--- config.mk ---
export PLATFORM = sky130hd
export DESIGN_NAME = riscv_ras_stack
export DESIGN_NICKNAME = d
export VERILOG_FILES = /design/src/rtl/riscv_ras_stack.sv
export SDC_FILE = /design/constraint.sdc
export NUM_CORES = 2
export LEC_CHECK = 0
export ABC_AREA = 1
export BUFFER_PORTS_ARGS = -buffer_cell sky130_fd_sc_hd__buf_4
export CORE_MARGIN = 1
export CORE_UTILIZATION = 40
export CTS_CLUSTER_DIAMETER = 120
export DETAILED_ROUTE_END_ITERATION = 10
export PLACE_DENSITY = 0.58
export SYNTH_ARGS = -nofsm -noshare
export SYNTH_HDL_FRONTEND = slang
export SYNTH_SLANG_ARGS = --single-unit
--- constraint.sdc ---
create_clock -name clk -period 59 [get_ports clk]
set_input_delay 8.85 -clock clk [delete_from_list [all_inputs] [get_ports clk]]
set_output_delay 8.85 -clock clk [all_outputs]
set_load 0.01 [all_outputs]
--- src/rtl/riscv_ras_stack.sv ---
// Return-address-stack slot storage: indexed push/pop, occupancy, flush sweep.
// Ports: clk/reset(async high), enable, i_abort, i_flush, i_push/i_pop with
// slot addrs and push data; o_pop_* registered response, o_count/o_full/
// o_empty, o_underflow/o_overflow pulses, o_busy (sweep), o_parity_err.
// Optional macro RISCV_RAS_STACK_PARITY_EN: per-slot parity checked on pop.
module riscv_ras_stack #(
  parameter int ADDR_WIDTH = 64,
  parameter int DATA_WIDTH = 64,
  parameter int RAS_DEPTH  = 16
) (
  input  logic                          clk,
  input  logic                          reset,
  input  logic                          enable,
  input  logic                          i_abort,
  input  logic                          i_flush,
  input  logic                          i_push,
  input  logic                          i_pop,
  input  logic [ADDR_WIDTH-1:0]         i_push_addr,
  input  logic [ADDR_WIDTH-1:0]         i_pop_addr,
  input  logic [DATA_WIDTH-1:0]         i_push_data,
  output logic                          o_pop_valid,
  output logic                          o_pop_hit,
  output logic [DATA_WIDTH-1:0]         o_pop_data,
  output logic [$clog2(RAS_DEPTH):0]    o_count,
  output logic                          o_full,
  output logic                          o_empty,
  output logic                          o_underflow,
  output logic                          o_overflow,
  output logic                          o_busy,
  output logic                          o_parity_err
);

  localparam int IW = $clog2(RAS_DEPTH);
  localparam int CW = IW + 1;
  localparam logic [IW-1:0] LAST  = IW'(RAS_DEPTH - 1);
  localparam logic [CW-1:0] FULLC = CW'(RAS_DEPTH);

  typedef enum logic {S_IDLE, S_FLUSH} state_t;

  state_t state_q, state_d;
  logic [IW-1:0] sweep_q, sweep_d;

  logic [DATA_WIDTH-1:0] mem_q [RAS_DEPTH];
  logic [RAS_DEPTH-1:0]  vld_q;
  logic [CW-1:0]         cnt_q, cnt_d;

  logic [IW-1:0] pidx, qidx;
  logic idle, push_acc, pop_acc, resp;
  logic sweep_done;
  logic rd_vld, rd_err, rd_hit;
  logic [DATA_WIDTH-1:0] rd_data;

  logic pv_q, ph_q, uf_q, of_q, pe_q;
  logic [DATA_WIDTH-1:0] pd_q;

  logic unused_addr;
  assign unused_addr = ^{i_push_addr[ADDR_WIDTH-1:IW],
                         i_pop_addr[ADDR_WIDTH-1:IW]};

  assign pidx = i_push_addr[IW-1:0];
  assign qidx = i_pop_addr[IW-1:0];

  // A flush request closes the door in its own cycle.
  assign idle     = (state_q == S_IDLE) & ~i_flush;
  assign push_acc = i_push & enable & ~i_abort & idle;
  assign pop_acc  = i_pop & enable & idle;
  assign resp     = pop_acc & ~i_abort;

  assign sweep_done = (state_q == S_FLUSH) & (sweep_q == LAST);

  assign rd_data = mem_q[qidx];
  assign rd_vld  = vld_q[qidx];

`ifdef RISCV_RAS_STACK_PARITY_EN
  logic [RAS_DEPTH-1:0] par_q;

  assign rd_err = rd_vld & (par_q[qidx] != ^rd_data);

  always_ff @(posedge clk or posedge reset) begin
    if (reset) begin
      par_q <= '0;
    end else if (push_acc) begin
      par_q[pidx] <= ^i_push_data;
    end
  end
`else
  assign rd_err = 1'b0;
`endif

  assign rd_hit = rd_vld & ~rd_err;

  always_comb begin
    state_d = state_q;
    sweep_d = sweep_q;
    unique case (state_q)
      S_IDLE: begin
        if (i_flush) begin
          state_d = S_FLUSH;
          sweep_d = '0;
        end
      end
      S_FLUSH: begin
        sweep_d = sweep_q + IW'(1);
        if (sweep_q == LAST) state_d = S_IDLE;
      end
      default: state_d = S_IDLE;
    endcase
  end

  always_comb begin
    cnt_d = cnt_q;
    if (sweep_done)
      cnt_d = '0;
    else if (push_acc & ~pop_acc & (cnt_q != FULLC))
      cnt_d = cnt_q + CW'(1);
    else if (pop_acc & ~push_acc & (cnt_q != '0))
      cnt_d = cnt_q - CW'(1);
  end

  always_ff @(posedge clk or posedge reset) begin
    if (reset) begin
      state_q <= S_IDLE;
      sweep_q <= '0;
      cnt_q   <= '0;
    end else begin
      state_q <= state_d;
      sweep_q <= sweep_d;
      cnt_q   <= cnt_d;
    end
  end

  // Pop clear precedes push set so a same-slot push wins.
  always_ff @(posedge clk or posedge reset) begin
    if (reset) begin
      vld_q <= '0;
      for (int i = 0; i < RAS_DEPTH; i++)
        mem_q[i] <= '0;
    end else begin
      if (state_q == S_FLUSH) vld_q[sweep_q] <= 1'b0;
      if (pop_acc) vld_q[qidx] <= 1'b0;
      if (push_acc) begin
        vld_q[pidx] <= 1'b1;
        mem_q[pidx] <= i_push_data;
      end
    end
  end

  always_ff @(posedge clk or posedge reset) begin
    if (reset) begin
      pv_q <= 1'b0;
      ph_q <= 1'b0;
      pd_q <= '0;
      pe_q <= 1'b0;
      uf_q <= 1'b0;
      of_q <= 1'b0;
    end else begin
      pv_q <= resp;
      ph_q <= resp & rd_hit;
      pd_q <= (resp & rd_hit) ? rd_data : '0;
      pe_q <= resp & rd_err;
      uf_q <= pop_acc & ~push_acc & (cnt_q == '0);
      of_q <= push_acc & ~pop_acc & (cnt_q == FULLC);
    end
  end

  assign o_pop_valid  = pv_q;
  assign o_pop_hit    = ph_q;
  assign o_pop_data   = pd_q;
  assign o_parity_err = pe_q;
  assign o_underflow  = uf_q;
  assign o_overflow   = of_q;
  assign o_count      = cnt_q;
  assign o_full       = (cnt_q == FULLC);
  assign o_empty      = (cnt_q == '0);
  assign o_busy       = (state_q == S_FLUSH);

endmodule

==> summary.txt <==
Status
  – Status: completed

Placement
  – I/O Buffers: 154
  – DP Area: 52000 µm²
  – DP Cell Count: 7747
  – Setup WS pre-CTS: 46.52 ns
  – Placer congestion estimate: 0.770
  – Detailed Place HPWL: 75100 µm

Timing
  – Fin. Hold Viols: 0
  – Final setup viols: 0
  – Final worst slack: 47.24 ns
  – Worst Skew: 0.0373 ns
  – Unrepaired setup endpoints after global routing: false
  – Post-route clock period utilization: 19.9%
  – Fin Setup TNS: 0 ns
  – Transition time of the tightest slew-check pin: 1.16 ns
  – Fin crit period: 11.76 ns
  – Slew margin rel.: 22.6%
  – Fmax: 85.0 MHz
  – Pins Over Slew Limit: 0

GRT
  – Global-route wire length before repair: 231000 µm
  – Grt ovf: 0
  – Antenna violations before repair: 1
  – Pin count of the biggest net entering global routing: 178
  – Vias in the first global route: 38800
  – GRT Util Overall: 23.1%

Worst setup path
  – Most used cell, CP: nand2_1
  – CP Launch Type: input port
  – Slowest library cell on the worst path: buf_4
  – Critical path, cell by cell: buf_8 -> inv_8 -> buf_12 -> buf_4 -> nor2_1 -> o21ai_0 -> nand2_1 -> nand2_1 -> nand2_1 -> inv_1 -> nand2_1 -> nor2_1
  – CP arrival: 12.36 ns
  – Worst endpoint required time: 59.60 ns
  – Critical path buffers and inverters: 5
  – Worst path top cell family by delay: buffers and inverters
  – Worst Setup End Kind: register
  – Worst path max stage delay: 0.92 ns
  – WS Path Type: in2reg
  – Maximum fanout along the worst path: 177

Cells and area
  – Layout cells sized above 1: 6.62%
  – Layout Cells excl Fill: 7971
  – Commonest non-fill, non-tap cell in the layout: nand2_1
  – Fin area: 56000 µm²
  – Fillers: 12500
  – Area occupied by multi-input gates: 19400 µm²
  – Area Growth Syn to Fin: 11.2%
  – Final nets: 6439
  – Register area: 28000 µm²
  – Commonest cells after routing, fill and taps aside: nand2_1, o21ai_0, dfrtp_1

Detailed routing
  – Via count: 41100
  – Remaining DRCs: 0
  – Number of DRC markers in iteration 0: 3742
  – Detail Route Antenna Nets: 0
  – Drt pass-1 iters: 6
  – Final wirelength: 147000 µm
  – Via/cell ratio: 5.16
  – WL/cell: 18.4 µm

Die
  – DIE AREA: 127000 µm²
  – Starting Density: 40.5%
  – Die X: 357 µm
  – Num rows: 129
  – Core box area: 124000 µm²
  – Ports: 276
  – Die Y: 357 µm

Min path
  – Worst hold path class: reg2reg

Logic synthesis
  – Ys async rst share: 100%
  – Mapped cell area: 50300 µm²
  – Sequential share of the synthesized area: 55.6%
  – Mapped Nets: 6604
  – Number of synthesized register bits: 1118
  – Mean Syn Cell Area: 7.86 µm²
  – Main synth FF type: dfrtp_1
  – Post-synth EDFFs: 0
  – Total number of yosys warnings: 0
  – Netlist cell types: 33
  – Syn Inst Count: 6397

Flow run
  – MaxCap Viol Count: 0

Power and ir drop
  – Maximum vdd drop: 0.0000243 V
  – Pwr/cell area: 31.1 nW/µm²
  – Static Leakage: 27.5 nW

Clock tree
  – H-tree depth: 3
  – Post-CTS Setup Bufs: 0
  – Post_cts resized: 0
  – CTS tree: built
  – Worst-Skew Late Latency: 0.73 ns
  – Root buf cell: clkbuf_16
  – CTS Hold Bufs: 0
  – Clock transition at the registers of the reported paths: 0.06 ns
  – CTS buffer count: 120
  – Clock Path Buffers: 3
  – Clock sinks: 1118
## cells by family (layout without fill, tap and decap cells)
group | count (synthesis) | count (layout) | synth area share (%)
DFF | 1118 | 1118 | 55.6
other | 1 | 2 | 0.00745
AOI/OAI and AO/OA | 1572 | 1572 | 15.7
adders and majority gates | 8 | 8 | 0.214
and+or+nand+nor | 2972 | 2972 | 22.4
buffers and inverters | 725 | 661 | 6.03
xor gates and xnor gates | 1 | 1 | 0.0174
## routing by layer
layer	track usage, %	vias up	share of wire [%]
met1	32.7	19900	47
met5	0	-	0
met4	5.97	0	2.1
met2	37.5	995	46
li1	-	20000	-
met3	2.96	202	5.1
## stage by stage
step / power, mW / hold WS, ns / util, %
finish: 1.74 / 0.482 / 45.0
CTS: 1.76 / 0.487 / 45.0
global route: 1.82 / 0.498 / 45.0
floorplan: 0.941 / 0.454 / -
global placement: 0.990 / 0.466 / 41.8
detailed placement: 0.992 / 0.473 / 41.8
## registers in the layout, summed over array words and instances, names as in the netlist
name	flops
mem_q	1024
o_pop_data	64
vld_q	16
o_count	5
sweep_q	4
o_busy	1
o_overflow	1
o_pop_hit	1
o_pop_valid	1
o_underflow	1
## tightest hold or removal path, delay by kind of cell (launching register included)
kind | cells | cell delay, ns
AOI/OAI and AO/OA | 1 | 0.06
DFF | 1 | 0.34
and+or+nand+nor | 1 | 0.05
## path summary, 6_finish.rpt
kind | slack (ns) | depth (start not counted) | to | from
hold reg to reg | 0.48 | 2 | mem_q[578]$_DFFE_PP0P_ | mem_q[578]$_DFFE_PP0P_
min in group asynchronous | 8.26 | 2 | o_pop_hit$_DFF_PP0_ | reset
setup reg to reg | 55.54 | 7 | mem_q[89]$_DFFE_PP0P_ | o_busy$_DFF_PP0_
max in group asynchronous | 47.47 | 5 | mem_q[153]$_DFFE_PP0P_ | reset
setup / recovery | 47.24 | 12 | o_pop_data[46]$_DFF_PP0_ | i_pop_addr[0]
hold / removal | 0.48 | 2 | mem_q[578]$_DFFE_PP0P_ | mem_q[578]$_DFFE_PP0P_
## final cells by class
| class | count | area share (%) |
|---|---|---|
| clock inverters | 26 | 0.637 |
| repair buffers | 214 | 2.96 |
| multi-input cells | 4554 | 34.7 |
| well taps | 1637 | 3.66 |
| flip-flops and latches | 1118 | 50.0 |
| clock buffers | 197 | 6.48 |
| diodes | 1 | 0.00447 |
| inverters | 224 | 1.55 |
## cells in the mapped netlist (2+ instances only)
| library cell | n | share of area, % |
|---|---|---|
| o211ai_1 | 7 | 0.10 |
| clkbuf_1 | 279 | 2.1 |
| inv_2 | 2 | 0.015 |
| buf_1 | 10 | 0.075 |
| o311ai_0 | 4 | 0.070 |
| dfrtp_1 | 1118 | 56 |
| buf_2 | 204 | 2.0 |
| o21ai_0 | 1301 | 13 |
| nand3_2 | 2 | 0.040 |
| nand4_1 | 6 | 0.075 |
| inv_1 | 221 | 1.6 |
| ha_1 | 7 | 0.17 |
| nor2_4 | 2 | 0.045 |
| nor2_1 | 1105 | 8.2 |
| nor3_1 | 4 | 0.040 |
| a31oi_1 | 2 | 0.025 |
| nand2_1 | 1827 | 14 |
| nand3_1 | 21 | 0.21 |
| buf_6 | 7 | 0.16 |
| o21ai_1 | 255 | 2.5 |
## power breakdown
group | switching, mW | total [mW] | internal [mW]
clock | 0.317 | 0.764 | 0.447
combinational | 0.110 | 0.159 | 0.0489
sequential | 0.0193 | 0.818 | 0.799
Note: power is estimated with default switching activity, not from simulation.
